File: src/rtl/rf_pkg.sv
// Shared constants and types for the multiport integer register file.
// The optional same-cycle write bypass is enabled with RF_WRITE_BYPASS_EN.
package rf_pkg;

  localparam int XLEN_DEF  = 32;
  localparam int NREGS_DEF = 32;
  localparam int NRD_DEF   = 2;
  localparam int NWR_DEF   = 1;
  localparam int ZERO_REG  = 0;

  localparam int AW_DEF = $clog2(NREGS_DEF);

  typedef logic [AW_DEF-1:0]   reg_addr_t;
  typedef logic [XLEN_DEF-1:0] reg_data_t;

endpackage

File: src/rtl/rf_scoreboard.sv
// Pending-write scoreboard: one busy flag per architectural register.
// Writes retire a producer, allocs install one; an alloc beats a same-cycle write.
module rf_scoreboard
  import rf_pkg::*;
#(
  parameter  int NREGS = NREGS_DEF,
  parameter  int NWR   = NWR_DEF,
  localparam int AW    = $clog2(NREGS)
) (
  input  logic              clock,
  input  logic              reset,
  input  logic              alloc_en,
  input  logic [AW-1:0]     alloc_addr,
  input  logic [NWR-1:0]    wr_en,
  input  logic [NWR*AW-1:0] wr_addr,
  output logic [NREGS-1:0]  busy_vec
);

  logic [NREGS-1:0] busy_q;
  logic [NREGS-1:0] busy_d;

  always_comb begin
    busy_d = busy_q;
    for (int j = 0; j < NWR; j++) begin
      if (wr_en[j]) begin
        busy_d[wr_addr[j*AW +: AW]] = 1'b0;
      end
    end
    // Applied after the write clears so a new producer supersedes the retiring one.
    if (alloc_en) begin
      busy_d[alloc_addr] = 1'b1;
    end
    busy_d[ZERO_REG] = 1'b0;
  end

  always_ff @(posedge clock or posedge reset) begin
    if (reset) begin
      busy_q <= '0;
    end else begin
      busy_q <= busy_d;
    end
  end

  assign busy_vec = busy_q;

endmodule

File: src/rtl/rf_multiport.sv
// N-read / M-write integer register file with pending-write scoreboard.
// Define RF_WRITE_BYPASS_EN to forward same-cycle write data to the read ports.
module rf_multiport
  import rf_pkg::*;
#(
  parameter  int XLEN  = XLEN_DEF,
  parameter  int NREGS = NREGS_DEF,
  parameter  int NRD   = NRD_DEF,
  parameter  int NWR   = NWR_DEF,
  localparam int AW    = $clog2(NREGS)
) (
  input  logic                clock,
  input  logic                reset,
  input  logic [NRD*AW-1:0]   rd_addr,
  output logic [NRD*XLEN-1:0] rd_data,
  output logic [NRD-1:0]      rd_busy,
  input  logic [NWR-1:0]      wr_en,
  input  logic [NWR*AW-1:0]   wr_addr,
  input  logic [NWR*XLEN-1:0] wr_data,
  input  logic                alloc_en,
  input  logic [AW-1:0]       alloc_addr,
  output logic [NREGS-1:0]    busy_vec
);

  // x0 has no storage; it is supplied as a constant in the read view.
  logic [XLEN-1:0] regs_q  [1:NREGS-1];
  logic [XLEN-1:0] rd_view [NREGS];

  logic [AW-1:0]   rd_a;
  logic [XLEN-1:0] rd_d;
  logic            rd_b;

  rf_scoreboard #(
    .NREGS (NREGS),
    .NWR   (NWR)
  ) u_scoreboard (
    .clock      (clock),
    .reset      (reset),
    .alloc_en   (alloc_en),
    .alloc_addr (alloc_addr),
    .wr_en      (wr_en),
    .wr_addr    (wr_addr),
    .busy_vec   (busy_vec)
  );

  // Ports are scanned in ascending order so the highest-index port's update lands last.
  always_ff @(posedge clock or posedge reset) begin
    if (reset) begin
      for (int r = 1; r < NREGS; r++) begin
        regs_q[r] <= '0;
      end
    end else begin
      for (int r = 1; r < NREGS; r++) begin
        for (int j = 0; j < NWR; j++) begin
          if (wr_en[j] && (wr_addr[j*AW +: AW] == AW'(r))) begin
            regs_q[r] <= wr_data[j*XLEN +: XLEN];
          end
        end
      end
    end
  end

  always_comb begin
    rd_view[ZERO_REG] = '0;
    for (int r = 1; r < NREGS; r++) begin
      rd_view[r] = regs_q[r];
    end
  end

  always_comb begin
    rd_data = '0;
    rd_busy = '0;
    rd_a    = '0;
    rd_d    = '0;
    rd_b    = 1'b0;
    for (int i = 0; i < NRD; i++) begin
      rd_a = rd_addr[i*AW +: AW];
      rd_d = rd_view[rd_a];
      rd_b = busy_vec[rd_a];
`ifdef RF_WRITE_BYPASS_EN
      // Forwarding is suppressed under reset so reads show the cleared file.
      if (!reset && (rd_a != AW'(ZERO_REG))) begin
        for (int j = 0; j < NWR; j++) begin
          if (wr_en[j] && (wr_addr[j*AW +: AW] == rd_a)) begin
            rd_d = wr_data[j*XLEN +: XLEN];
            rd_b = 1'b0;
          end
        end
      end
`endif
      rd_data[i*XLEN +: XLEN] = rd_d;
      rd_busy[i]              = rd_b;
    end
  end

endmodule

File: config.mk
export PLATFORM = sky130hd
export DESIGN_NAME = rf_multiport
export DESIGN_NICKNAME = d
export VERILOG_FILES = /design/src/rtl/rf_pkg.sv /design/src/rtl/rf_scoreboard.sv /design/src/rtl/rf_multiport.sv
export SDC_FILE = /design/constraint.sdc
export NUM_CORES = 2
export LEC_CHECK = 0
export CAP_MARGIN = 15
export CORE_ASPECT_RATIO = 1.1
export CORE_UTILIZATION = 31
export DETAILED_ROUTE_END_ITERATION = 16
export SYNTH_ARGS = -nofsm -noshare
export SYNTH_HDL_FRONTEND = slang
export SYNTH_SLANG_ARGS = --single-unit
File: constraint.sdc
create_clock -name clock -period 56.3 [get_ports clock]
set_input_delay 5.63 -clock clock [delete_from_list [all_inputs] [get_ports clock]]
set_output_delay 5.63 -clock clock [all_outputs]
set_load 0.01 [all_outputs]
### After elaboration in Yosys (flattened, before gate mapping)

Index checks and enable logic that the tools add are counted.

* equal/unequal tests: 31
* multiplexer cells: 16
* order comparisons: 8
* bitwise operators: 5
* reductions and logical operators: 33

Operators with widths (count)
* $bmux W32 S5: 2
* $mux W32: 6
* $eq A5 B5 Y1 const B: 16
* $eq A5 B4 Y1 const B: 8
* $logic_and A1 B1 Y1: 33
* $and A32 B32 Y32: 1
* $not A32 Y32: 1
* $or A32 B32 Y32: 1
* $lt A5 B6 Y1 const B: 4
* $eq A5 B3 Y1 const B: 4
* $ge A6 B6 Y1 const B: 2
* $not A5 Y6: 2
* $bmux W1 S5: 2
* $demux W1 S5: 2
* $eq A5 B2 Y1 const B: 2
* $ge A5 B1 Y1 const B: 2
* $eq A5 B1 Y1 const B: 1
* $mux W1: 4

* bits in registers: 1023
* input bits: 56
* logic and storage cells: 125

### Longest topological paths before layout

* depth in word-level cells: 9
* mapped depth: 9
* gate-level depth less buffers: 4

### Cells and area by module

From an unflattened synthesis, not the netlist that was laid out.

* cell total of the unflattened synthesis: 3784
* area total of the unflattened synthesis: 54740.0 um^2

Modules (own cells, without submodules)
* rf_multiport: cells each 3663, area each 53457.5 um^2, times used 1, sequential area each 24823.8 um^2
* rf_scoreboard: cells each 121, area each 1282.5 um^2, times used 1, sequential area each 775.7 um^2

### Least setup slack after synthesis

No wires, ideal clock.

* path type: input port to output port
* start: in rd_addr[5]
* end: out rd_busy[1]
* stages: 8
* path slack: 43.311 ns
* arrival: 7.359 ns
* cell sequence: buf_2 buf_2 buf_2 mux4_2 a22o_1 o21ai_0 o31ai_1 buf_4

* cells in the longest elaborated chain, start to end: 2

Ends and longest elaborated chain
* start: declaration: RTL line rf_multiport.sv:14 `input logic [NRD*AW-1:0] rd_addr,`
* $bmux W1 S5: RTL line rf_multiport.sv:79 `rd_b = busy_vec[rd_a];`
* $mux W1 (implied by the code): RTL line rf_multiport.sv:79
* end: declaration: RTL line rf_multiport.sv:16 `output logic [NRD-1:0] rd_busy,`

No other way between the ends. The select of a mux whose other input is x is not followed.

### Worst setup path after layout

* start: in rd_addr[0]
* end: out rd_busy[0]

The elaborated chain is that of the path after synthesis.

==> run summary <==
Synth Area in Compound Gates: 6.71%
Post-Synth Adder-Cell Area: 0%
Startpoint types: primary input
Fin Setup TNS: 0 ns
PwrDens: 35.3 nW/um2
Largest family of logic cells by synthesized area: multiplexers
Setup crit start: rd_addr[0]
Initial Utilization: 31.3%
Syn Nets: 3815
Cell taking the most area after synthesis: dfrtp_1
CTS tree: built
Overall routed net length: 186 mm
Sw Pwr: 0.622 mW
Setup Buffers After CTS: 0
Clock Tree Root: clkbuf_16
Seq/Total Area, Yosys: 46.6%
Die H: 444 um
Layout cells sized above 1: 46.9%
Row cnt: 161
Drc violations: 0
Cells after Synth: 3759
Max Cap Violations: 0
Seq. cell area: 25600 um2
Reg clk slew, reported paths: 0.06 ns
Mapped cell area: 55000 um2
Yosys reg bits: 1023
Number of global-route vias before repair: 37.2k
Unrepaired setup endpoints after global routing: false
Mux share of post-synthesis cell area: 41.7%
Detail Route Antenna Nets: 0
Avg Cell Area, Syn: 14.6 um2
Initial antenna violation count: 15
Synth warnings: 0
Max Clock Freq: 63.9 MHz
Worst-Margin Slew: 1.25 ns
CP endpoint kind: primary output
Grt total ovfl: 0
Clock power frac: 33.0%
Worst endpoint required time: 50.67 ns
Worst r2r src: u_scoreboard.busy_vec[27]$_DFF_PP0_
Final worst path period need: 15.64 ns
Seq pwr share: 44.8%
Tot Pwr: 2.21 mW
Sink Count: 1023
Starting DRC count in detailed routing: 3054
Num ports: 154
GPL Wtd Cong: 0.807
Final Non-Filler Cells: 6165
Finished Cell Area: 62500 um2
Worst Path Arrival: 10.01 ns
Critical path class: in -> out
Final nets: 3771
Hold Path Origin: rd_view[57]$_DFFE_PP0P_
Hold_buf cts: 0
Synth Area in XOR/XNOR: 0%
Area of the multi-input gates: 27700 um2
HP Class: reg -> reg
Synth top area share: 46.6%
Worst-skew pair later-pin latency: 0.74 ns
Largest net degree at the start of global routing: 120
Internal: 1.59 mW
First-pass GRT wire length: 270 mm
Vias: 36.1k
Combinational cell fraction of total power: 22.2%
Slew headroom: 16.7%
H-tree lvl count: 3
Worst VDD drop: 35.7 uV
Dpl cell area: 58600 um2
Cts repair resizes: 0
Synth unique cells: 38
Chip width: 404 um
Setup violators final: 0
Tcrit/Tclk final: 27.8%
Fillers: 17.0k
Port Buffers: 152
Vias/cell: 5.85
Max-slew violations: 0
Post-Synth Simple-Gate Area: 1.63%
Die area: 179000 um2
Placed cells: 5951
Clk_skew: 0 ns
Wirelength per Cell: 30.1 um
Post-DP HPWL: 109 mm
Status: finished clean
Final hold vios: 0
Synth-to-Final Area Change: 13.7%
Crit Path Max Fanout: 67
Leak: 26.5 nW
All-Layer GR Usage: 20.5%
Switch share: 28.2%
DRT Pass-1 Iters: 5
Ranking of synthesized cells by area: dfrtp_1 (47%), mux2_2 (21%), mux4_2 (16%)
Core area: 176000 um2
Deepest clock path buffer count: 3
CTS buffer count: 113
==> worst max-delay path, stage by stage <==
cell             delay (ns)
buf_8                  0.56
buf_4                  0.70
buf_4                  0.69
mux4_2                 0.59
a22o_1                 0.26
o21ai_0                0.57
buf_4                  0.26
o31ai_1                0.13
clkdlybuf4s50_1        0.54
==> logic make-up after synthesis <==
logic type / after synthesis
buffers and inverters: 435
multiplexers: 1653
AND/OR/NAND/NOR: 152
other: 1
flip-flops: 1023
AO/OA/AOI/OAI: 495
==> cells in the final DEF (no fill, tap or decap), types with 3 or more instances in the layout <==
cell	Yosys	layout
a211oi_1	66	66
nor2b_4	0	6
o21ai_0	78	78
nor2_1	17	5
and2_1	68	66
dfrtp_1	1023	1023
nand3b_1	4	4
mux2i_1	200	200
clkbuf_8	0	24
nor3_2	0	3
nand3_1	4	4
clkbuf_16	0	118
nand2_2	0	10
a22o_1	208	208
nand4_1	4	4
nand2_1	21	11
o22ai_1	76	76
buf_4	10	99
mux4_2	396	396
buf_8	0	5
nor2_4	0	12
clkdlybuf4s50_1	0	142
mux2_2	1028	1028
nor3b_1	4	3
inv_6	0	3
clkinv_2	0	14
inv_1	17	14
buf_16	0	7
o31ai_1	66	66
clkbuf_1	234	38
mux2_4	29	29
==> flip-flops by register name, indices dropped and copies added (netlist names) <==
register / cells
u_scoreboard.busy_vec: 31
rd_view: 992
==> synthesized netlist by cell type <==
master / count
clkbuf_1: 234
and3_1: 1
o21ai_0: 78
or3b_2: 1
nor2b_1: 8
buf_1: 52
nand2_1: 21
nand3_1: 4
nand3b_1: 4
nand2b_4: 1
a22o_1: 208
o2bb2ai_1: 1
mux4_2: 396
or2_1: 1
mux2_2: 1028
conb_1: 1
nor4_2: 2
o31ai_1: 66
mux2_4: 29
nor3b_1: 4
or2_2: 1
or3_1: 1
buf_2: 116
buf_6: 6
nor2_1: 17
and2_1: 68
nor3_1: 5
and3b_1: 1
a211oi_1: 66
or4_1: 2
inv_1: 17
nand4_1: 4
mux2i_1: 200
dfrtp_1: 1023
nand2b_1: 4
o22ai_1: 76
nor3b_2: 2
buf_4: 10
==> metal layers <==
| layer | wire length [um] | GRT usage [%] | up-vias |
|---|---|---|---|
| li1 | - | - | 14500 |
| met1 | 81200 | 28.9 | 19700 |
| met2 | 85000 | 31.7 | 1488 |
| met3 | 12800 | 3.75 | 370 |
| met4 | 6470 | 7.01 | 6 |
| met5 | 34 | 0 | - |
==> power groups by stage <==
stage | registers, mW | logic (mW) | clock network, mW
4_1_cts | 0.986 | 0.489 | 0.742
3_5_place_dp | 0.998 | 0.487 | 0
2_1_floorplan | 0.967 | 0.362 | 0
3_3_place_gp | 0.989 | 0.478 | 0
5_1_grt | 1.01 | 0.522 | 0.770
6_report | 0.990 | 0.489 | 0.729
==> layout make-up <==
type / count / area share [%]
diodes: 2 / 0.00801
clock buffers: 177 / 5.36
clock inverters: 23 / 0.342
inverters: 17 / 0.114
multi-input cells: 2301 / 44.4
flip-flops and latches: 1023 / 41.0
well taps: 2363 / 4.73
repair buffers: 259 / 4.09
==> final timing paths <==
| check | end | slack [ns] | cells past startpoint |
|---|---|---|---|
| min reg2reg | rd_view[57]$_DFFE_PP0P_ | 0.52 | 1 |
| min | rd_view[57]$_DFFE_PP0P_ | 0.52 | 1 |
| min in group asynchronous | rd_view[435]$_DFFE_PP0P_ | 5.52 | 2 |
| max reg2reg | u_scoreboard.busy_vec[27]$_DFF_PP0_ | 55.46 | 2 |
| max | rd_busy[0] | 40.66 | 9 |
| max in group asynchronous | rd_view[543]$_DFFE_PP0P_ | 47.53 | 5 |
==> metrics by stage <==
stage | util, % | setup slack (ns) | hold slack, ns
floorplan | - | 21.88 | 0.491
global placement | 33.4 | 40.63 | 0.499
detailed placement | 33.4 | 40.63 | 0.510
CTS | 35.4 | 40.60 | 0.523
global route | 35.6 | 40.45 | 0.537
finish | 35.6 | 40.66 | 0.520
No activity file was read; power rests on OpenSTA's default activity.
